--- src/rtl/game_pkg.sv ---
// Shared constants for the game step controller and the speed divider:
// level range, level width and FSM state encoding.
package game_pkg;

  localparam int LVL_W             = 4;
  localparam int MIN_LEVEL         = 1;
  localparam int MAX_LEVEL_DEFAULT = 9;

  typedef enum logic [1:0] {
    ST_IDLE   = 2'd0,
    ST_PEND   = 2'd1,
    ST_PAUSED = 2'd2
  } state_e;

endpackage

--- src/rtl/game_step_controller_tick_edge_detect.sv ---
// Two-flop history on a slow toggle input; rise is high for the one clk
// cycle after the synchronised input is first seen high.
module tick_edge_detect (
  input  logic clk,
  input  logic rst,
  input  logic din,
  output logic rise
);

  logic d1_q, d1_d;
  logic d2_q, d2_d;

  always_comb begin
    d1_d = din;
    d2_d = d1_q;
  end

  always_ff @(posedge clk) begin
    if (rst) begin
      d1_q <= 1'b0;
      d2_q <= 1'b0;
    end else begin
      d1_q <= d1_d;
      d2_q <= d2_d;
    end
  end

  assign rise = d1_q & ~d2_q;

endmodule

--- src/rtl/game_step_controller.sv ---
// Turns divider toggles into clk-domain step/move events, owns the level register.
// Build option: define OVERRUN_COUNT_EN to enable the dropped-step counter.
module game_step_controller
  import game_pkg::*;
#(
  parameter int EVTS_PER_LEVEL = 10,
  parameter int MAX_LEVEL      = MAX_LEVEL_DEFAULT,
  parameter int OVR_W          = 8
) (
  input  logic             clk,
  input  logic             rst,
  input  logic             div_clock,
  input  logic             div_move,
  input  logic             pause,
  input  logic             score_evt,
  input  logic             step_ack,
  output logic             step_req,
  output logic             move_pulse,
  output logic [LVL_W-1:0] curr_level,
  output logic             level_up,
  output logic [OVR_W-1:0] overrun_cnt
);

  localparam int               CNT_W    = $clog2(EVTS_PER_LEVEL + 1);
  localparam logic [CNT_W-1:0] CNT_LAST = CNT_W'(EVTS_PER_LEVEL - 1);
  localparam logic [LVL_W-1:0] LVL_MIN  = LVL_W'(MIN_LEVEL);
  localparam logic [LVL_W-1:0] LVL_MAX  = LVL_W'(MAX_LEVEL);

  logic rise_clock, rise_move;

  tick_edge_detect u_clock_edge (
    .clk  (clk),
    .rst  (rst),
    .din  (div_clock),
    .rise (rise_clock)
  );

  tick_edge_detect u_move_edge (
    .clk  (clk),
    .rst  (rst),
    .din  (div_move),
    .rise (rise_move)
  );

  state_e             state_q, state_d;
  logic               pend_saved_q, pend_saved_d;
  logic               step_req_q, step_req_d;
  logic               move_pulse_q, move_pulse_d;
  logic [CNT_W-1:0]   score_cnt_q, score_cnt_d;
  logic [LVL_W-1:0]   curr_level_q, curr_level_d;
  logic               level_up_q, level_up_d;

  // Pause outranks ack and rise; a step pending at pause is restored afterwards.
  always_comb begin
    state_d      = state_q;
    pend_saved_d = pend_saved_q;
    case (state_q)
      ST_IDLE: begin
        if (pause) begin
          state_d      = ST_PAUSED;
          pend_saved_d = 1'b0;
        end else if (rise_clock) begin
          state_d = ST_PEND;
        end
      end
      ST_PEND: begin
        if (pause) begin
          state_d      = ST_PAUSED;
          pend_saved_d = 1'b1;
        end else if (step_ack && !rise_clock) begin
          state_d = ST_IDLE;
        end
      end
      ST_PAUSED: begin
        if (!pause) state_d = pend_saved_q ? ST_PEND : ST_IDLE;
      end
      default: state_d = ST_IDLE;
    endcase
    step_req_d   = (state_d == ST_PEND);
    move_pulse_d = rise_move & ~pause;
  end

  always_comb begin
    score_cnt_d  = score_cnt_q;
    curr_level_d = curr_level_q;
    level_up_d   = 1'b0;
    if (score_evt) begin
      if (score_cnt_q == CNT_LAST) begin
        score_cnt_d = '0;
        if (curr_level_q < LVL_MAX) begin
          curr_level_d = curr_level_q + 1'b1;
          level_up_d   = 1'b1;
        end
      end else begin
        score_cnt_d = score_cnt_q + 1'b1;
      end
    end
  end

  always_ff @(posedge clk) begin
    if (rst) begin
      state_q      <= ST_IDLE;
      pend_saved_q <= 1'b0;
      step_req_q   <= 1'b0;
      move_pulse_q <= 1'b0;
      score_cnt_q  <= '0;
      curr_level_q <= LVL_MIN;
      level_up_q   <= 1'b0;
    end else begin
      state_q      <= state_d;
      pend_saved_q <= pend_saved_d;
      step_req_q   <= step_req_d;
      move_pulse_q <= move_pulse_d;
      score_cnt_q  <= score_cnt_d;
      curr_level_q <= curr_level_d;
      level_up_q   <= level_up_d;
    end
  end

`ifdef OVERRUN_COUNT_EN
  logic             ovr_inc;
  logic [OVR_W-1:0] ovr_q, ovr_d;

  // A new tick while a step is still pending and unacked is a dropped step.
  assign ovr_inc = (state_q == ST_PEND) && !pause && rise_clock && !step_ack;

  always_comb begin
    ovr_d = ovr_q;
    if (ovr_inc && (ovr_q != '1)) ovr_d = ovr_q + 1'b1;
  end

  always_ff @(posedge clk) begin
    if (rst) ovr_q <= '0;
    else     ovr_q <= ovr_d;
  end

  assign overrun_cnt = ovr_q;
`else
  assign overrun_cnt = '0;
`endif

  assign step_req   = step_req_q;
  assign move_pulse = move_pulse_q;
  assign curr_level = curr_level_q;
  assign level_up   = level_up_q;

endmodule

--- config.mk ---
export PLATFORM = sky130hd
export DESIGN_NAME = game_step_controller
export DESIGN_NICKNAME = d
export VERILOG_FILES = /design/src/rtl/game_pkg.sv /design/src/rtl/game_step_controller_tick_edge_detect.sv /design/src/rtl/game_step_controller.sv
export SDC_FILE = /design/constraint.sdc
export NUM_CORES = 1
export LEC_CHECK = 0
export CELL_PAD_IN_SITES_DETAIL_PLACEMENT = 1
export CELL_PAD_IN_SITES_GLOBAL_PLACEMENT = 2
export CORE_UTILIZATION = 30
export CTS_BUF_LIST = sky130_fd_sc_hd__clkbuf_2
export DETAILED_ROUTE_END_ITERATION = 10
export PLACE_DENSITY = 0.84
export REMOVE_ABC_BUFFERS = 1
export SYNTH_ARGS = -nofsm -noshare
export SYNTH_HDL_FRONTEND = slang
export SYNTH_SLANG_ARGS = --single-unit
--- constraint.sdc ---
create_clock -name clk -period 1.6 [get_ports clk]
set_input_delay 0.24 -clock clk [delete_from_list [all_inputs] [get_ports clk]]
set_output_delay 0.24 -clock clk [all_outputs]
set_load 0.1 [all_outputs]
==> summary.txt, run 1 <==
Outcome
  • Outcome: complete, no violations

Setup path
  • WP data arrival: 1770 ps
  • Crit-path max FO: 5
  • WS Path Type: reg2reg
  • Crit. End Element: register
  • Worst Path Required: 1850 ps
  • Reg-to-reg endpoint: curr_level[3]
  • R2R cell count: 5
  • Reg2reg start: curr_level[0]
  • R2R setup slack: 80 ps
  • Startpoint types: register

Layout
  • Multi-input gate area: 433 sq um
  • Nets: 115
  • Share of layout cells above drive strength 1: 25.7%
  • Fill cells: 296
  • ANT cells: 0
  • Synthesis-to-layout area growth: 37.0%
  • Sequential Area: 364 sq um
  • Final instance area: 0.00114 sq mm

Job
  • Max-cap violation count: 0

Power and ir drop
  • Pleak: 0.000430 uW
  • PD cells: 744 mW/mm^2
  • Maximum vdd ir drop: 0.473 mV

CTS
  • H-tree depth: 1
  • Worst-skew pair later-pin latency: 310 ps
  • Longest Clk Path Bufs: 2
  • Clock Sinks: 18
  • CTS Root Cell: clkbuf_2
  • CTS Buf Count: 3
  • Setup Fix Bufs, Post-CTS: 0
  • CTS tree: built
  • Clk slew on worst S/H paths: 180 ps

Synthesis
  • #FFs+latches synth: 18
  • Sequential area share after synthesis: 43.4%
  • Post-synth EDFFs: 0
  • Ys Warns: 0
  • Area contributors post-synth: dfxtp_1 43%, buf_4 7.2%, nor2b_1 5.3%
  • Top_reg_cell synth: dfxtp_1
  • Syn avg cell area: 9.99 sq um
  • Most frequent cell after synthesis: dfxtp_1
  • Cells after Synth: 83
  • Post-synthesis cell type count: 33
  • Ys async rst share: 0%
  • Share of the synthesized area in the top cell type: 43.4%
  • Area leader, netlist: dfxtp_1
  • Mapped Area: 830 sq um
  • Synth top cells by count: 18 x dfxtp_1, 8 x buf_4, 7 x nor2b_1, 6 x inv_1, 6 x nor2_1

Global routing
  • Number of global-route vias before repair: 651
  • Grt total ovfl: 0
  • GR Util All Layers: 15.3%
  • First-pass GRT wire length: 3010 microns
  • Initial antenna violation count: 0
  • Largest net degree at the start of global routing: 14

Routing
  • Antenna-violating nets left: 0
  • Final wirelength: 1800 microns
  • 1st-pass router iterations: 3
  • Vias: 630
  • # DRC: 0
  • Initial DRC Count: 3
  • Via density: 4.67
  • DR WL/cell: 13.3 microns

STA
  • RSZ-0062 raised after global routing: no
  • Fin. max-slew vios: 0
  • Worst-case clock skew: 3.21 ps
  • Post-route clock period utilization: 94.8%
  • Maximum clock frequency: 659 MHz
  • Endpoints failing hold: 0
  • Final min period: 1520 ps
  • Worst hold margin: 429 ps
  • Setup Viol. Count Final: 0

Floorplan
  • DIE WIDTH: 54.6 microns
  • Core Box Area: 0.00254 sq mm
  • # rows: 18
  • Initial Util: 32.6%
  • Die area: 0.00298 sq mm
  • Ports: 22
  • Height of the die: 54.6 microns

Worst hold path
  • Hold Path Sink: move_pulse
  • Worst Hold Class: reg2reg
  • WHS Path Cells: 1
  • HP Start: u_move_edge.d2_q

Placed design
  • Port Buffers: 13
  • Dpl cell area: 0.00108 sq mm
  • GP Congestion: 0.694
  • Dpl hpwl: 1340 microns
==> per-stage QoR <==
step | std cells | total power (uW) | setup TNS [ps] | setup slack (ps) | util [%]
6_report | 135 | 846 | 0 | 82.9 | 44.6
3_5_place_dp | 131 | 652 | -143 | -93.6 | 42.6
3_3_place_gp | 131 | 648 | -7.90 | -7.90 | 42.6
2_1_floorplan | 80 | 601 | -1480 | -507 | -
4_1_cts | 135 | 859 | 0 | 27.7 | 43.9
5_1_grt | 135 | 885 | 0 | 22.5 | 44.6
==> how the worst max path moves through the flow <==
stage | slack (ps) | to | cells past startpoint | from
final | 80 | curr_level[3] | 5 | curr_level[0]
after global routing | 20 | curr_level[2] | 4 | curr_level[1]
after CTS | 30 | curr_level[2] | 5 | curr_level[0]
after detailed placement | -90 | curr_level[2] | 4 | score_evt
after global placement | -8 | curr_level[2] | 4 | score_evt
after floorplan | -510 | curr_level[2] | 4 | curr_level[0]
==> cell type report <==
| class | count | share of cell area (%) |
|---|---|---|
| Clock buffer | 3 | 1.32 |
| Sequential cell | 18 | 32.0 |
| Multi-Input combinational cell | 56 | 38.1 |
| Timing Repair Buffer | 21 | 22.9 |
| Inverter | 6 | 1.98 |
| Tap cell | 30 | 3.30 |
| Clock inverter | 1 | 0.330 |
==> routing by layer <==
metal	global-route usage, %	share of wire [%]	vias up
li1	-	-	313
met1	16.9	41	297
met2	25.9	53	15
met3	3.33	3.5	5
met4	10.3	2.6	0
met5	0	0	-
==> critical path, stage by stage, from the launching register on <==
cell and delay [ps]:
dfxtp_4 400, inv_1 100, ha_4 150, nand2b_4 80, a2111o_1 460, o32ai_2 260
==> registers in the layout, indices dropped and copies added (netlist names) <==
| name | flops |
|---|---|
| u_move_edge.d2_q | 1 |
| step_req | 1 |
| level_up | 1 |
| state_q | 2 |
| curr_level | 4 |
| u_clock_edge.d2_q | 1 |
| u_clock_edge.d1_q | 1 |
| pend_saved_q | 1 |
| move_pulse | 1 |
| u_move_edge.d1_q | 1 |
| score_cnt_q | 4 |
==> logic make-up after synthesis <==
| kind of cell | share of synthesized area, % |
|---|---|
| AND/OR/NAND/NOR | 20.1 |
| flip-flops | 43.4 |
| buffers and inverters | 11.0 |
| AO/OA/AOI/OAI | 16.1 |
| multiplexers | 3.77 |
| adder cells (fa/ha/maj) | 3.02 |
| XOR/XNOR | 2.11 |
| other | 0.452 |
==> timing repair <==
action                                  CTS  global route
gates resized for setup                   2             4
pin swaps                                 0             2
endpoints found under the setup margin    1             2
hold buffers                              0             0
==> layout by cell type (no fill, tap or decap), drive strengths merged, types with 2 or more instances in the layout <==
cell / n
nor2: 6
inv: 6
nor2b: 7
buf: 15
mux2i: 2
nand2b: 5
conb: 8
clkbuf: 3
dfxtp: 18
a21oi: 3
nand2: 3
o21ai: 3
clkdlybuf4s50: 6
ha: 2
a2111oi: 4
==> power by group <==
group	total [uW]	leakage, uW	switching (uW)	internal (uW)
registers	472	0.000147	10.8	461
logic	169	0.000269	126	43.6
clock network	204	0.0000140	150	54.3
total	846	0.000430	286	559
No activity file was read; power rests on OpenSTA's default activity.
==> run 2: changes to the inputs <==
--- a/config.mk
+++ b/config.mk
@@ -7,10 +7,10 @@
 export LEC_CHECK = 0
 export CELL_PAD_IN_SITES_DETAIL_PLACEMENT = 1
 export CELL_PAD_IN_SITES_GLOBAL_PLACEMENT = 2
-export CORE_UTILIZATION = 30
+export CORE_UTILIZATION = 27
 export CTS_BUF_LIST = sky130_fd_sc_hd__clkbuf_2
 export DETAILED_ROUTE_END_ITERATION = 10
-export PLACE_DENSITY = 0.84
+export PLACE_DENSITY = 0.8
 export REMOVE_ABC_BUFFERS = 1
 export SYNTH_ARGS = -nofsm -noshare
 export SYNTH_HDL_FRONTEND = slang
==> constraint.sdc (replaced) <==
create_clock -name clk -period 1.21 [get_ports clk]
set_input_delay 0.1815 -clock clk [delete_from_list [all_inputs] [get_ports clk]]
set_output_delay 0.1815 -clock clk [all_outputs]
set_load 0.1 [all_outputs]
==> summary.txt, run 2 (same netlist as run 1, synthesis figures left out) <==
Layout
  • Sequential Area: 368 sq um
  • ANT cells: 0
  • Synthesis-to-layout area growth: 48.0%
  • Nets: 125
  • Commonest non-fill, non-tap cell in the layout: buf_4
  • Fill cells: 326
  • Share of layout cells above drive strength 1: 37.4%
  • Commonest non-fill, non-tap cells in the layout: 16 x buf_4, 14 x dfxtp_1, 8 x conb_1
  • Multi-input gate area: 437 sq um

CTS
  • CTS Root Cell: clkbuf_2
  • Clk slew on worst S/H paths: 180 ps
  • CTS Buf Count: 3
  • CTS tree: built
  • Longest Clk Path Bufs: 2
  • Post-CTS Hold Buffers: 0
  • H-tree depth: 1
  • Worst-skew pair later-pin latency: 310 ps
  • Clock Sinks: 18

Routing
  • 1st-pass router iterations: 6
  • Final wirelength: 1900 microns
  • DR WL/cell: 13.0 microns
  • Antenna-violating nets left: 0
  • # DRC: 2
  • Via density: 4.61
  • Initial DRC Count: 3
  • Vias: 673

Setup path
  • Startpoint types: register
  • Reg-to-reg endpoint: curr_level[2]
  • WP data arrival: 1680 ps
  • Crit. End Element: register
  • Slowest stage cell, crit path: dfxtp_2
  • Worst Path Required: 1440 ps
  • Worst-path cell chain: inv_2, ha_4, nand2b_4, a2111oi_4, mux2_4
  • WS Path Type: reg2reg
  • R2R setup slack: -230 ps
  • Critical Path Max Stage Delay: 370 ps
  • Crit-path max FO: 3
  • R2R cell count: 5
  • Reg2reg start: curr_level[0]

STA
  • Worst hold margin: 396 ps
  • Endpoints failing hold: 0
  • Final min period: 1440 ps
  • Maximum clock frequency: 692 MHz
  • RSZ-0062 raised after global routing: yes
  • Worst-case clock skew: 2.69 ps
  • Setup Viol. Count Final: 6
  • Setup ws final: -234 ps
  • Fin. max-slew vios: 0
  • Post-route clock period utilization: 119%
  • TNS Setup: -888 ps

Worst hold path
  • WHS Path Cells: 2
  • HP Start: div_move
  • Hold Path Sink: u_move_edge.d1_q
  • Worst Hold Class: in2reg

Floorplan
  • DIE WIDTH: 57.4 microns
  • Die area: 0.00330 sq mm
  • # rows: 19
  • Height of the die: 57.4 microns
  • Initial Util: 29.3%
  • Ports: 22
  • Core Box Area: 0.00283 sq mm

Placed design
  • Port Buffers: 13
  • Dpl ws: -466 ps
  • GP Congestion: 0.736
  • Dpl hpwl: 1440 microns

Power and ir drop
  • Pleak: 0.000483 uW
  • Maximum vdd ir drop: 0.587 mV
  • PD cells: 921 mW/mm^2

Outcome
  • Failing checks: DRC, setup timing
  • Outcome: finished, violations left

Global routing
  • Number of global-route vias before repair: 718
  • Grt total ovfl: 0
  • Largest net degree at the start of global routing: 14
  • First-pass GRT wire length: 3230 microns
  • Initial antenna violation count: 0
  • GR Util All Layers: 13.3%

Job
  • Max-cap violation count: 0
-- run 2: changes by cell type in the layout (fill, tap and decap cells not counted) --
cell     before  now
inv_2         0    2
dfxtp_2       0    3
a21oi_1       3    2
buf_4         8   16
buf_6         0    2
a21oi_2       0    1
inv_1         6    4
dfxtp_1      17   14
-- run 2: worst max-delay path by stage --
stage	startpoint	to	slack (ps)	depth (start not counted)
2_1_floorplan	curr_level[0]	curr_level[2]	-900	4
3_3_place_gp	score_evt	curr_level[2]	-340	4
3_5_place_dp	score_evt	curr_level[2]	-470	4
4_1_cts	curr_level[1]	curr_level[2]	-210	4
5_1_grt	curr_level[0]	curr_level[2]	-270	5
6_report	curr_level[0]	curr_level[2]	-230	5
-- run 2: what timing repair did --
item                                    in CTS  in global routing
endpoints found under the setup margin       8                 10
resized for setup                           11                  3
pin swaps                                    5                  2
setup buffers                                1                  3
-- run 2: metrics by stage --
stage | instances | power [uW] | utilization, % | area (sq um)
finish | 146 | 1130 | 43.4 | 1230
global route | 146 | 1190 | 43.4 | 1230
CTS | 144 | 1140 | 42.5 | 1200
detailed placement | 139 | 874 | 40.2 | 1140
global placement | 139 | 868 | 40.2 | 1140
floorplan | 80 | 795 | - | 787
-- run 2: layout make-up --
type                            count  share of cell area [%]
Timing Repair Buffer               31                    27.9
Multi-Input combinational cell     56                    35.6
Clock buffer                        3                    1.22
Inverter                            6                    1.83
Clock inverter                      1                   0.306
Tap cell                           31                    3.16
Sequential cell                    18                    30.0
-- run 2: metal layers --
layer | global-route usage [%] | wire, microns | up-vias
met2 | 21.9 | 963 | 23
met3 | 5.44 | 111 | 8
met5 | 0 | 0 | -
met4 | 7.32 | 65 | 0
li1 | - | - | 331
met1 | 14.5 | 760 | 311
-- run 2: where the power goes --
group          total [uW]  internal, uW  switching [uW]
Clock                 269          71.8             197
Sequential            622           611            11.8
Combinational         239          67.1             172
-- run 2: critical path, delay by kind of cell (launching register included) --
family / cells / cell delay [ps]
flops: 1 / 370
fa+ha+maj: 1 / 140
compound gates: 1 / 360
buf+inv: 1 / 70
mux: 1 / 330
simple gates: 1 / 80
==> run 3: changes to the inputs <==
--- a/config.mk
+++ b/config.mk
@@ -7,6 +7,7 @@
 export LEC_CHECK = 0
 export CELL_PAD_IN_SITES_DETAIL_PLACEMENT = 1
 export CELL_PAD_IN_SITES_GLOBAL_PLACEMENT = 2
+export CORE_MARGIN = 8
 export CORE_UTILIZATION = 27
 export CTS_BUF_LIST = sky130_fd_sc_hd__clkbuf_2
 export DETAILED_ROUTE_END_ITERATION = 10
==> summary.txt, run 3 (same netlist as run 1, synthesis figures left out) <==
Routing
  • Via density: 4.49
  • Antenna-violating nets left: 0
  • # DRC: 0
  • 1st-pass router iterations: 2
  • DR WL/cell: 14.0 microns
  • Final wirelength: 2100 microns
  • Vias: 673
  • Initial DRC Count: 62

CTS
  • Clk slew on worst S/H paths: 160 ps
  • Post-CTS Hold Buffers: 0
  • H-tree depth: 1
  • Longest Clk Path Bufs: 2
  • CTS Root Cell: clkbuf_2
  • CTS Buf Count: 3
  • CTS tree: built
  • Worst-skew pair later-pin latency: 290 ps
  • Clock Sinks: 18

Setup path
  • Reg2reg start: score_cnt_q[3]
  • CP startpoint: score_cnt_q[3]
  • R2R setup slack: -220 ps
  • Startpoint types: register
  • R2R cell count: 3
  • Crit. End Element: register
  • Critical Path Max Stage Delay: 360 ps
  • Worst-path cell chain: or2b_4, a2111oi_4, mux2_4
  • Critical path depth in cells: 3
  • WS Path Type: reg2reg
  • WP data arrival: 1640 ps
  • Worst Path Required: 1410 ps
  • CP Capture Point: curr_level[2]
  • Reg-to-reg endpoint: curr_level[2]
  • Slowest stage cell, crit path: dfxtp_2
  • WP buf/inv: 0
  • Crit-path max FO: 3
  • Crit path max-delay family: flip-flops

STA
  • RSZ-0062 raised after global routing: yes
  • Setup Viol. Count Final: 5
  • Final min period: 1430 ps
  • Worst-case clock skew: 8.85 ps
  • Endpoints failing hold: 0
  • Post-route clock period utilization: 118%
  • Setup ws final: -223 ps
  • Maximum clock frequency: 698 MHz
  • Fin. max-slew vios: 0

Floorplan
  • # rows: 20
  • Initial Util: 27.9%
  • Height of the die: 71.4 microns
  • Ports: 22
  • DIE WIDTH: 71.4 microns
  • Die area: 0.00510 sq mm
  • Core Box Area: 0.00298 sq mm

Global routing
  • First-pass GRT wire length: 3390 microns
  • Initial antenna violation count: 0
  • Number of global-route vias before repair: 753
  • Grt total ovfl: 0
  • Largest net degree at the start of global routing: 14
  • GR Util All Layers: 8.49%

Power and ir drop
  • PD cells: 858 mW/mm^2
  • Maximum vdd ir drop: 0.517 mV
  • Pleak: 0.000507 uW

Layout
  • Commonest non-fill, non-tap cell in the layout: buf_4
  • Nets: 128
  • ANT cells: 0
  • Final instance area: 0.00129 sq mm
  • Multi-input gate area: 458 sq um
  • Share of layout cells above drive strength 1: 41.0%
  • Fill cells: 337
  • Sequential Area: 374 sq um
  • Synthesis-to-layout area growth: 55.4%
  • Commonest non-fill, non-tap cells in the layout: 17 x buf_4, 13 x dfxtp_1, 8 x conb_1

Worst hold path
  • Worst Hold Class: reg2reg
  • WHS Path Cells: 1

Placed design
  • Dpl hpwl: 1570 microns
  • GP Congestion: 0.743
  • Dpl ws: -398 ps
  • Dpl cell area: 0.00115 sq mm
  • Port Buffers: 13

Job
  • Max-cap violation count: 0

Outcome
  • Outcome: finished, violations left
  • Failing checks: setup timing
-- run 3: cell types whose count changed in the layout (fill, tap and decap cells not counted), moves of 2 or more --
| cell | change |
|---|---|
| inv_2 | -2 |
| buf_6 | +2 |
| inv_4 | +2 |
| dfxtp_4 | +2 |
-- run 3: worst min-delay path by stage --
stage	start	slack, ps	to
CTS	div_move	400	u_move_edge.d1_q
detailed placement	u_move_edge.d2_q	390	move_pulse
floorplan	rst	250	pend_saved_q
finish	u_move_edge.d2_q	420	move_pulse
global route	div_move	410	u_move_edge.d1_q
global placement	u_move_edge.d2_q	380	move_pulse
-- run 3: routing by layer --
metal,routed length (microns),GRT usage [%],vias to the layer above
met3,115,3.21,2
met5,0,0,-
met4,25,3.46,0
met2,1060,15.6,18
met1,891,8.31,319
li1,-,-,334
-- run 3: through the flow --
step,util (%),TNS [ps],instances,hold WS (ps),power [uW]
2_1_floorplan,-,-3430,80,251,795
3_3_place_gp,38.6,-1810,142,384,868
3_5_place_dp,38.6,-2310,142,394,875
4_1_cts,41.7,-1040,148,402,1120
5_1_grt,43.3,-1150,150,407,1170
6_report,43.3,-789,150,417,1110
-- run 3: power by group --
group | switching, uW | internal, uW
Clock | 172 | 67.6
Sequential | 13.3 | 606
Combinational | 175 | 72.4
-- run 3: final cells by class --
type                    instances  area share, %
repair buffers                 34           28.9
multi-input cells              56           35.5
well taps                      33           3.20
inverters                       6           2.14
clock buffers                   3           1.17
flip-flops and latches         18           29.0
-- run 3: what timing repair did --
item / CTS / global route
endpoints found under the setup margin: 8 / 10
setup buffers: 3 / 4
gates resized for setup: 13 / 11
pin swaps: 6 / 1
